## config.mk

```make
export PLATFORM = sky130hd
export DESIGN_NAME = uart_tx_fifo
export DESIGN_NICKNAME = d
export VERILOG_FILES = /design/src/rtl/uart_tx_fifo.sv
export SDC_FILE = /design/constraint.sdc
export NUM_CORES = 1
export LEC_CHECK = 0
export ABC_AREA = 1
export CAP_MARGIN = 20
export CELL_PAD_IN_SITES_DETAIL_PLACEMENT = 1
export CELL_PAD_IN_SITES_GLOBAL_PLACEMENT = 2
export CORE_ASPECT_RATIO = 1.2
export CORE_UTILIZATION = 42
export CTS_CLUSTER_SIZE = 28
export DETAILED_ROUTE_END_ITERATION = 6
export PLACE_DENSITY_LB_ADDON = 0.1
export SLEW_MARGIN = 20
export SYNTH_ARGS = -nofsm -noshare
export SYNTH_HDL_FRONTEND = slang
export SYNTH_SLANG_ARGS = --single-unit
```

## constraint.sdc

```tcl
create_clock -name clk -period 2.47 [get_ports clk]
set_input_delay 0.247 -clock clk [delete_from_list [all_inputs] [get_ports clk]]
set_output_delay 0.247 -clock clk [all_outputs]
set_load 0.02 [all_outputs]
```

## src/rtl/uart_tx_fifo.sv

```systemverilog
// Transmit-side byte FIFO between the MMIO write port and the UART transmitter.
// First-word-fall-through: the head entry is always visible on deq_data while deq_valid is high.
module uart_tx_fifo #(
    parameter int WIDTH      = 8,
    parameter int DEPTH      = 16,
    parameter int ADDR_BITS  = $clog2(DEPTH),
    parameter int COUNT_BITS = $clog2(DEPTH + 1)
) (
    input  logic                  clk,
    input  logic                  reset,
    input  logic                  flush,
    input  logic [WIDTH-1:0]      enq_data,
    input  logic                  enq_valid,
    output logic                  enq_ready,
    output logic [WIDTH-1:0]      deq_data,
    output logic                  deq_valid,
    input  logic                  deq_ready,
    output logic [COUNT_BITS-1:0] count,
    output logic                  full,
    output logic                  empty,
    output logic                  overflow
);

    localparam logic [COUNT_BITS-1:0] COUNT_MAX = COUNT_BITS'(DEPTH);

    logic [WIDTH-1:0]      mem [DEPTH];
    logic [ADDR_BITS-1:0]  wr_ptr;
    logic [ADDR_BITS-1:0]  rd_ptr;
    logic [COUNT_BITS-1:0] count_q;
    logic                  overflow_q;

    logic enq_fire;
    logic deq_fire;
    logic write_en;

    // Status comes from the count register only, so no input reaches an output combinationally.
    assign full      = (count_q == COUNT_MAX);
    assign empty     = (count_q == '0);
    assign enq_ready = !full;
    assign deq_valid = !empty;
    assign count     = count_q;
    assign overflow  = overflow_q;
    assign deq_data  = mem[rd_ptr];

    assign enq_fire = enq_valid && enq_ready;
    assign deq_fire = deq_valid && deq_ready;
    assign write_en = enq_fire && !flush && !reset;

    // Storage carries no reset; stale contents are hidden behind deq_valid.
    always_ff @(posedge clk) begin
        if (write_en) begin
            mem[wr_ptr] <= enq_data;
        end
    end

    always_ff @(posedge clk) begin
        if (reset) begin
            wr_ptr  <= '0;
            rd_ptr  <= '0;
            count_q <= '0;
        end else if (flush) begin
            wr_ptr  <= '0;
            rd_ptr  <= '0;
            count_q <= '0;
        end else begin
            if (enq_fire) begin
                wr_ptr <= wr_ptr + ADDR_BITS'(1);
            end
            if (deq_fire) begin
                rd_ptr <= rd_ptr + ADDR_BITS'(1);
            end
            case ({enq_fire, deq_fire})
                2'b10:   count_q <= count_q + COUNT_BITS'(1);
                2'b01:   count_q <= count_q - COUNT_BITS'(1);
                default: count_q <= count_q;
            endcase
        end
    end

    // Sticky drop indicator; flush deliberately leaves it alone so software still sees the loss.
    always_ff @(posedge clk) begin
        if (reset) begin
            overflow_q <= 1'b0;
        end else if (!flush && enq_valid && full) begin
            overflow_q <= 1'b1;
        end
    end

endmodule

```

==> results of run 1 <==
-- logic make-up after synthesis --
| logic type | count (synthesis) | share of synthesized area [%] |
|---|---|---|
| flops | 146 | 68.6 |
| mux | 32 | 5.23 |
| simple gates | 88 | 6.68 |
| fa+ha+maj | 8 | 1.63 |
| buf+inv | 82 | 5.60 |
| xor+xnor | 6 | 0.980 |
| compound gates | 121 | 11.3 |
-- routing by layer --
metal	vias up	wire length (µm)
met5	-	0
met1	1895	5980
li1	1833	-
met3	21	406
met4	0	236
met2	59	7600
-- state kept, by name, indices dropped and copies added (netlist names), named ones only --
name / cells
count: 5
wr_ptr: 4
mem: 128
rd_ptr: 4
overflow: 1
-- how the worst max path moves through the flow --
stage | startpoint | end | slack [ps] | cells after the start
after global routing | flop | deq_data[7] | 20 | 7
after floorplan | count[1]$_SDFFE_PP0P_ | count[2]$_SDFFE_PP0P_ | 380 | 12
after CTS | flop | deq_data[0] | 80 | 6
after global placement | deq_ready | count[4]$_SDFFE_PP0P_ | 280 | 13
after detailed placement | deq_ready | count[4]$_SDFFE_PP0P_ | 190 | 13
final | flop | deq_data[0] | 110 | 6
-- cell usage after synthesis, drive strengths merged, types with 5 or more instances --
cell type  number  area, µm²
a21oi          40        200
buf            10       67.6
clkbuf         13       48.8
dfxtp          18        360
edfxtp        128       3840
ha              8        100
inv            57        219
mux2i          32        320
nand2          29        129
nand3          23        130
nor2           33        131
o211ai         32        240
o21ai          48        240
xor2            5       51.3
-- timing repair --
item,in CTS,in global routing
setup buffers,0,0
setup endpoints to repair,8,0
resized for setup,10,0
-- power by group through the flow --
stage | sequential [mW] | clock [mW] | combinational, mW
after floorplan | 2.79 | 0 | 0.415
final | 2.74 | 2.68 | 0.683
after detailed placement | 2.79 | 0 | 0.708
after global routing | 2.74 | 2.81 | 0.755
after global placement | 2.79 | 0 | 0.690
after CTS | 2.74 | 2.72 | 0.702
-- area by class of cell --
cell class	instances	area (µm²)	area share, %
clock buffer	18	429	5.82
clock inverter	14	186	2.53
inverter	59	226	3.07
multi-input combinational	255	1580	21.4
sequential	146	4210	57.1
tap	175	219	2.97
timing repair buffer	53	520	7.06
==> reports/summary.txt, run 1 <==
CTS Hold Bufs: 0
CP Buf/Inv Count: 2
Setup TNS Final: 0 ps
Hold path depth: 2
Pwr Total: 6.10 mW
RSZ-0062 raised after global routing: no
Netlist area before placement: 6130 µm²
DPL Wire Length: 9500 µm
Layout cells sized above 1: 12.3%
Core Rows: 48
Largest net degree at the start of global routing: 53
Relative slew slack: 57.0%
Clk_lat worst skew: 420 ps
Placed cells: 688
Syn Nets: 504
Routed Antenna Nets: 0
Crit-path max FO: 52
Cell variety after synth: 27
Clock buffer depth: 2
Worst setup margin: 113 ps
M2 GR Usage: 38.6%
Core Util, Final: 51.5%
Final Max Tran Viols: 0
Sink Count: 146
Failing checks: design-rule violations
First-pass GRT wire length: 22600 µm
Chip height: 134 µm
Layout Nets: 553
LEAKAGE: 2.58 nW
CTS tree: yes
Ys Warns: 0
Pint: 4.65 mW
Initial DRC Count: 187
Worst-path clk slew: 60 ps
Ys flop type: edfxtp_1
PwrDens: 828 nW/µm²
Final min period: 2360 ps
Crit path DAT: 2110 ps
CTS H-tree depth: 4
Wirelength, routed: 14200 µm
Reg-to-reg setup timing slack: 260 ps
Commonest non-fill, non-tap cell in the layout: edfxtp_1
Met3 GRT Util: 4.93%
CP endpoint kind: output pin
Worst r2r src: count[1]$_SDFFE_PP0P_
Area Growth Syn to Fin: 20.3%
Drt pass-1 iters: 6
Maximum Capacitance Violations: 0
CP Data Required Time: 2220 ps
Min Hold Slack: 414 ps
CP Launch Type: flop
Area after DPL: 6760 µm²
Initial core utilization: 42.9%
Final setup viols: 0
Final Hold Vio Count: 0
Die Width: 112 µm
Fmax achieved: 0.424 GHz
Post-Synthesis Cells: 483
CORE AREA: 14300 µm²
Worst r2r path cells: 13
Die Area: 15100 µm²
WL per Instance: 19.8 µm
Hold path startpoint: reset
Peak VDD IR: 0.466 mV
Non-Filler Instances: 720
Outcome: finished, violations left
Slowest stage cell, crit path: dfxtp_4
Gpl congestion: 0.744
Top Ports: 31
Crit path kind: flop to output pin
Most frequent cells in the layout: 128 x edfxtp_1, 56 x inv_1, 44 x o21ai_0
GRT Max-Usage Layer: met2
Initial antenna violation count: 0
RR Endpoint: count[4]$_SDFFE_PP0P_
Sequential share of power: 44.8%
Setup Slack @ Placement: 187 ps
Vias in the first global route: 4209
CP top delay family: buffers and inverters
Total number of vias: 3808
Root Buffer: clkbuf_16
Vias per cell: 5.29
Met1 Track Usage GR: 22.9%
CP Cell Sequence: buf_16 -> mux2i_1 -> o21ai_0 -> o211ai_1 -> nand2_1 -> dlygate4sd2_1
Total gr overflow: 0
Switching portion of total power: 23.7%
Net Sw Power: 1.45 mW
DRC: 4
Tcrit/Tclk final: 95.4%
Design Area, Final: 7370 µm²
Layout fillers: 1478
Synth Area per Inst: 12.7 µm²
Worst stage delay on the critical path: 390 ps
CTS Buf Count: 17
Sequential element share of the synthesized area: 68.6%
All-Layer GR Usage: 20.6%
Worst Skew: 7.39 ps
Comb pwr share: 11.2%
Clock Power Share: 44.0%
ANT cells: 0
Post-synth EDFFs: 128
Yosys reg bits: 146
Hold endpoint: overflow$_SDFFE_PP0P_
Worst-Margin Slew: 643 ps
Worst min-delay path class: input port to flop
Synth async-reset ratio: 0%
Buffers on Ports: 30
Note: power is estimated with default switching activity, not from simulation.
==> inputs of run 2 (changes only) <==
Settings changed: RECOVER_POWER set to 100.
==> run 2 against run 1 <==
The flow still finishes with violations (design-rule violations); first-iteration DRC count increased by 11%; worst setup slack got worse by 14 ps; fmax decreased by 0.60%; critical path depth unchanged; die area unchanged; hold slack improved by 67 ps; sequential cell count unchanged; via count increased by 0.60%.
==> reports/summary.txt, run 2 (synthesis gave the netlist of run 1 again) <==
First-pass GRT wire length: 22600 µm (unchanged)
Largest net degree at the start of global routing: 53 (unchanged)
Layout cells sized above 1: 8.62% (was 12.3%)
Drt pass-1 iters: 6 (unchanged)
Vias per cell: 5.32 (was 5.29)
Failing checks: design-rule violations (unchanged)
Crit path kind: flop to output pin (unchanged)
CP Cell Sequence: buf_12 -> mux2i_1 -> o21ai_0 -> o211ai_1 -> nand2_1 -> dlygate4sd2_1 (was buf_16 -> mux2i_1 -> o21ai_0 -> o211ai_1 -> nand2_1 -> dlygate4sd2_1)
Peak VDD IR: 0.469 mV (was 0.466 mV)
Clock buffer depth: 2 (unchanged)
Final min period: 2370 ps (was 2360 ps)
Top Ports: 31 (unchanged)
CTS Buf Count: 17 (unchanged)
Die Width: 112 µm (unchanged)
Gpl congestion: 0.744 (unchanged)
Initial DRC Count: 208 (was 187)
Largest register FFs: 128 (unchanged)
Most frequent cells in the layout: 128 x edfxtp_1, 56 x inv_1, 45 x o21ai_0 (was 128 x edfxtp_1, 56 x inv_1, 44 x o21ai_0)
CTS tree: yes (unchanged)
Worst Skew: 7.85 ps (was 7.39 ps)
RSZ-0062 raised after global routing: no (unchanged)
Initial core utilization: 42.9% (unchanged)
Design Area, Final: 7280 µm² (was 7370 µm²)
Layout Nets: 553 (unchanged)
WL per Instance: 19.8 µm (about the same)
Core Util, Final: 51.0% (was 51.5%)
Area Growth Syn to Fin: 18.9% (was 20.3%)
Initial antenna violation count: 0 (unchanged)
Final setup viols: 0 (unchanged)
Root Buffer: clkbuf_16 (unchanged)
DPL Wire Length: 9500 µm (unchanged)
LEAKAGE: 2.52 nW (was 2.58 nW)
Area after DPL: 6760 µm² (unchanged)
PwrDens: 835 nW/µm² (was 828 nW/µm²)
Die Area: 15100 µm² (unchanged)
Worst-path clk slew: 60 ps (about the same)
Routed Antenna Nets: 0 (unchanged)
Worst-Margin Slew: 657 ps (was 643 ps)
Sink Count: 146 (unchanged)
CORE AREA: 14300 µm² (unchanged)
Final Hold Vio Count: 0 (unchanged)
Setup TNS Final: 0 ps (unchanged)
Pwr Total: 6.08 mW (was 6.10 mW)
CTS Hold Bufs: 0 (unchanged)
DRC: 4 (unchanged)
Min Hold Slack: 480 ps (was 414 ps)
Crit path DAT: 2120 ps (was 2110 ps)
Chip height: 134 µm (unchanged)
Maximum Capacitance Violations: 0 (unchanged)
Vias in the first global route: 4209 (unchanged)
Commonest non-fill, non-tap cell in the layout: edfxtp_1 (unchanged)
Setup Slack @ Placement: 187 ps (unchanged)
Outcome: finished, violations left (unchanged)
Wirelength, routed: 14300 µm (was 14200 µm)
CP endpoint kind: output pin (unchanged)
All-Layer GR Usage: 20.6% (unchanged)
Total number of vias: 3831 (was 3808)
Clk_lat worst skew: 420 ps (about the same)
Slowest stage cell, crit path: dfxtp_4 (unchanged)
CP Data Required Time: 2220 ps (about the same)
Relative slew slack: 56.2% (was 57.0%)
Total gr overflow: 0 (unchanged)
Crit-path max FO: 52 (unchanged)
CTS H-tree depth: 4 (unchanged)
Non-Filler Instances: 720 (unchanged)
Worst min-delay path class: flop to flop (was input port to flop)
Top reg by flops: mem (unchanged)
Final Max Tran Viols: 0 (unchanged)
CP Launch Type: flop (unchanged)
Worst setup margin: 99.3 ps (was 113 ps)
Fmax achieved: 0.422 GHz (was 0.424 GHz)
Placed cells: 688 (unchanged)
ANT cells: 0 (unchanged)
Buffers on Ports: 30 (unchanged)
Core Rows: 48 (unchanged)
Tcrit/Tclk final: 96.0% (was 95.4%)
Worst stage delay on the critical path: 390 ps (about the same)
[run 2: changes by cell type in the layout (fill, tap and decap cells not counted), sizes merged]
cell / delta
buf: -17
clkdlybuf4s50: -19
clkbuf: +17
dlygate4sd3: +19
[run 2: area by class of cell]
class	instances	area (µm²)
fillers	1486	7010
inverters	59	226
flip-flops and latches	146	4210
clock inverters	14	186
multi-input cells	255	1570
well taps	175	219
repair buffers	53	449
clock buffers	18	429
[run 2: per-layer routing]
metal  wire (µm)  part of all wire (%)  global-route usage, %  vias up
met1        6000                    42                   22.9     1922
met3         387                   2.7                   4.93       20
met5           0                     0                      0        -
li1            -                     -                      -     1833
met2        7660                    54                   38.6       56
met4         242                   1.7                   6.96        0
[run 2: worst paths after layout]
| path | endpoint | from | slack (ps) | depth (start not counted) |
|---|---|---|---|---|
| worst max-delay path | deq_data[0] | flop | 100 | 6 |
| worst min-delay path | overflow$_SDFFE_PP0P_ | overflow$_SDFFE_PP0P_ | 480 | 2 |
| worst max register to register | count[4]$_SDFFE_PP0P_ | count[0]$_SDFFE_PP0P_ | 230 | 13 |
| worst min register to register | overflow$_SDFFE_PP0P_ | overflow$_SDFFE_PP0P_ | 480 | 2 |
[run 2: power breakdown]
part	internal, mW	switching (mW)	total [mW]
Combinational	0.241	0.420	0.661
Clock	1.68	1.00	2.69
Sequential	2.71	0.0259	2.73
[run 2: worst max-delay path: cells and delay by family (launching register included)]
kind / cells / cell delay (ps)
AO/OA/AOI/OAI: 2 / 350
buffers and inverters: 2 / 590
flip-flops: 1 / 390
multiplexers: 1 / 210
AND/OR/NAND/NOR: 1 / 130
[run 2: what timing repair did]
action,CTS,global route
buffers inserted,0,0
setup endpoints to repair,8,0
resized for setup,10,0
==> inputs of run 3 (changes only) <==
Settings changed: ABC_AREA 1 to 0, CORE_UTILIZATION 42 to 45, GPL_TIMING_DRIVEN set to 1.
==> run 3 against run 2 <==
The run now ends clean; sequential share of layout area rose by 0.31 points; global-route usage grew 0.11 points; sequential cell count stayed put; synthesized cell count down 31%; register-to-register slack got worse by 150 ps; fmax down 1.5%; critical path depth shrank 1; area after synthesis shrank 4.2%; design area is 0.48% lower; hold slack got worse by 76 ps; clock skew up 0.68 ps; largest power group unchanged.
==> reports/summary.txt, run 3 <==
Outcome: finished, final reports clean (was finished, violations left)
Design Area, Final: 7250 µm² (was 7280 µm²)
Root Buffer: clkbuf_16 (unchanged)
Wirelength, routed: 12900 µm (was 14300 µm)
Fmax achieved: 0.416 GHz (was 0.422 GHz)
Setup TNS Final: 0 ps (unchanged)
Final Hold Vio Count: 0 (unchanged)
Layout fillers: 1169 (was 1486)
CP Data Required Time: 2220 ps (about the same)
Yosys reg bits: 146 (unchanged)
CORE AREA: 12700 µm² (was 14300 µm²)
Synth top area share: 65.5% (was 62.7%)
CP Launch Type: flop (unchanged)
Commonest non-fill, non-tap cell in the layout: edfxtp_1 (unchanged)
CP Cell Sequence: bufbuf_16 -> mux4_2 -> a22oi_2 -> nand2_1 -> clkdlybuf4s15_2 (was buf_12 -> mux2i_1 -> o21ai_0 -> o211ai_1 -> nand2_1 -> dlygate4sd2_1)
Top reg by flops: mem (unchanged)
Vias in the first global route: 3463 (was 4209)
Netlist area before placement: 5870 µm² (was 6130 µm²)
Largest net degree at the start of global routing: 33 (was 53)
Pint: 4.41 mW (was 4.63 mW)
Maximum Capacitance Violations: 0 (unchanged)
DRC: 0 (was 4)
Clock Power Share: 47.1% (was 44.2%)
Non-Filler Instances: 580 (was 720)
Relative slew slack: 60.3% (was 56.2%)
Layout Nets: 424 (was 553)
Post-Synthesis Cells: 334 (was 483)
Net Sw Power: 1.16 mW (was 1.45 mW)
Pwr Total: 5.57 mW (was 6.08 mW)
Synth area leaders: edfxtp_1 66%, mux4_2 12%, dfxtp_1 6.1% (was edfxtp_1 63%, dfxtp_1 5.9%, mux2i_1 5.2%)
CTS Buf Count: 17 (unchanged)
Crit-path max FO: 7 (was 52)
Sequential share of power: 48.5% (was 45.0%)
Cell with the most instances after synthesis: edfxtp_1 (unchanged)
Initial DRC Count: 154 (was 208)
Peak VDD IR: 0.367 mV (was 0.469 mV)
Yosys top cell by area: edfxtp_1 (unchanged)
Top Ports: 31 (unchanged)
Core Util, Final: 57.2% (was 51.0%)
First-pass GRT wire length: 19800 µm (was 22600 µm)
Chip height: 127 µm (was 134 µm)
Worst min-delay path class: input port to flop (was flop to flop)
Final Max Tran Viols: 0 (unchanged)
Layout cells sized above 1: 28.6% (was 8.62%)
Ys Warns: 0 (unchanged)
Sink Count: 146 (unchanged)
Post-synth EDFFs: 128 (unchanged)
Clk_lat worst skew: 410 ps (was 420 ps)
Slowest stage cell, crit path: mux4_2 (was dfxtp_4)
Core Rows: 45 (was 48)
CTS tree: yes (unchanged)
Worst stage delay on the critical path: 510 ps (was 390 ps)
LEAKAGE: 2.44 nW (was 2.52 nW)
Crit path kind: flop to output pin (unchanged)
Final setup viols: 0 (unchanged)
Hold path startpoint: reset (was overflow$_SDFFE_PP0P_)
Vias per cell: 5.53 (was 5.32)
Sequential element share of the synthesized area: 71.7% (was 68.6%)
ANT cells: 0 (unchanged)
CTS Hold Bufs: 0 (unchanged)
Crit path DAT: 2160 ps (was 2120 ps)
Tcrit/Tclk final: 97.4% (was 96.0%)
Largest register FFs: 128 (unchanged)
DPL Wire Length: 8250 µm (was 9500 µm)
Area Growth Syn to Fin: 23.6% (was 18.9%)
Worst-path clk slew: 60 ps (about the same)
Clock buffer depth: 2 (unchanged)
Total gr overflow: 0 (unchanged)
Commonest cells in the netlist: 128 x edfxtp_1, 35 x nor2_1, 32 x mux4_2 (was 128 x edfxtp_1, 56 x inv_1, 45 x o21ai_0)
Gpl congestion: 0.703 (was 0.744)
Initial core utilization: 46.3% (was 42.9%)
Worst Skew: 8.53 ps (was 7.85 ps)
Final min period: 2410 ps (was 2370 ps)
Total number of vias: 3208 (was 3831)
Most frequent cells in the layout: 128 x edfxtp_1, 35 x nor2_1, 32 x mux4_2 (was 128 x edfxtp_1, 56 x inv_1, 45 x o21ai_0)
PwrDens: 768 nW/µm² (was 835 nW/µm²)
Die Area: 13500 µm² (was 15100 µm²)
Worst-Margin Slew: 596 ps (was 657 ps)
Routed Antenna Nets: 0 (unchanged)
Syn Nets: 355 (was 504)
Initial antenna violation count: 0 (unchanged)
Area after DPL: 6600 µm² (was 6760 µm²)
Comb pwr share: 4.4% (was 10.9%)
Ys flop type: edfxtp_1 (unchanged)
WL per Instance: 22.2 µm (was 19.8 µm)
Cell variety after synth: 41 (was 27)
Synth Area per Inst: 17.6 µm² (was 12.7 µm²)
Switching portion of total power: 20.9% (was 23.8%)
Placed cells: 544 (was 688)
Synth async-reset ratio: 0% (unchanged)
All-Layer GR Usage: 20.8% (was 20.6%)
CTS H-tree depth: 4 (unchanged)
Buffers on Ports: 30 (unchanged)
Worst r2r src: count[2]$_SDFFE_PP0P_ (was count[0]$_SDFFE_PP0P_)
Die Width: 106 µm (was 112 µm)
CP endpoint kind: output pin (unchanged)
Drt pass-1 iters: 4 (was 6)
## run 3: cell type report
cell class | count | area, µm² | area share [%]
flip-flops and latches | 146 | 4210 | 58.1
repair buffers | 67 | 579 | 7.99
inverters | 11 | 41.3 | 0.570
well taps | 164 | 205 | 2.83
clock buffers | 18 | 429 | 5.92
multi-input cells | 160 | 1610 | 22.2
clock inverters | 14 | 176 | 2.43
## run 3: layer usage
metal	vias to the layer above	wire length [µm]	global-route usage, %
met1	1677	5420	25.6
met2	70	6920	36.6
met5	-	0	0
met4	0	93	5.64
met3	6	419	4.90
li1	1455	-	-
## run 3: kinds of logic (layout without fill, tap and decap cells)
group | count (synthesis) | count (layout) | synth area share (%)
compound gates | 35 | 35 | 4.71
xor+xnor | 7 | 7 | 1.05
fa+ha+maj | 8 | 8 | 1.71
buf+inv | 28 | 110 | 2.03
flops | 146 | 146 | 71.7
mux | 36 | 36 | 13.0
simple gates | 74 | 74 | 5.87
## run 3: worst max-delay path, delay by kind of cell (launching register included)
| family | cells | cell delay [ps] |
|---|---|---|
| buffers and inverters | 2 | 550 |
| AOI/OAI and AO/OA | 1 | 190 |
| muxes | 1 | 510 |
| and+or+nand+nor | 1 | 90 |
| DFF | 1 | 410 |
## run 3: worst paths after layout
| check | to | slack, ps | cells after the start |
|---|---|---|---|
| setup reg to reg | count[4]$_SDFFE_PP0P_ | 80 | 10 |
| hold reg to reg | overflow$_SDFFE_PP0P_ | 480 | 2 |
| setup / recovery | deq_data[6] | 60 | 5 |
| hold / removal | overflow$_SDFFE_PP0P_ | 400 | 2 |
## run 3: timing repair
| item | CTS | global route |
|---|---|---|
| pin swaps | 0 | 4 |
| buffers inserted | 1 | 2 |
| setup endpoints to repair | 9 | 8 |
| gates cloned | 1 | 0 |
| gates resized for setup | 27 | 11 |
## run 3: power groups by stage
stage,Combinational (mW),Clock [mW],Sequential (mW)
after global routing,0.266,2.75,2.70
after CTS,0.251,2.66,2.70
after global placement,0.242,0,2.75
after floorplan,0.120,0,2.75
final,0.246,2.62,2.70
after detailed placement,0.247,0,2.75
## run 3: stage by stage
step,hold WS (ps),setup slack [ps]
2_1_floorplan,319,-147
3_3_place_gp,456,32.8
3_5_place_dp,475,-27.9
4_1_cts,386,-3.60
5_1_grt,410,-19.2
6_report,404,64.1
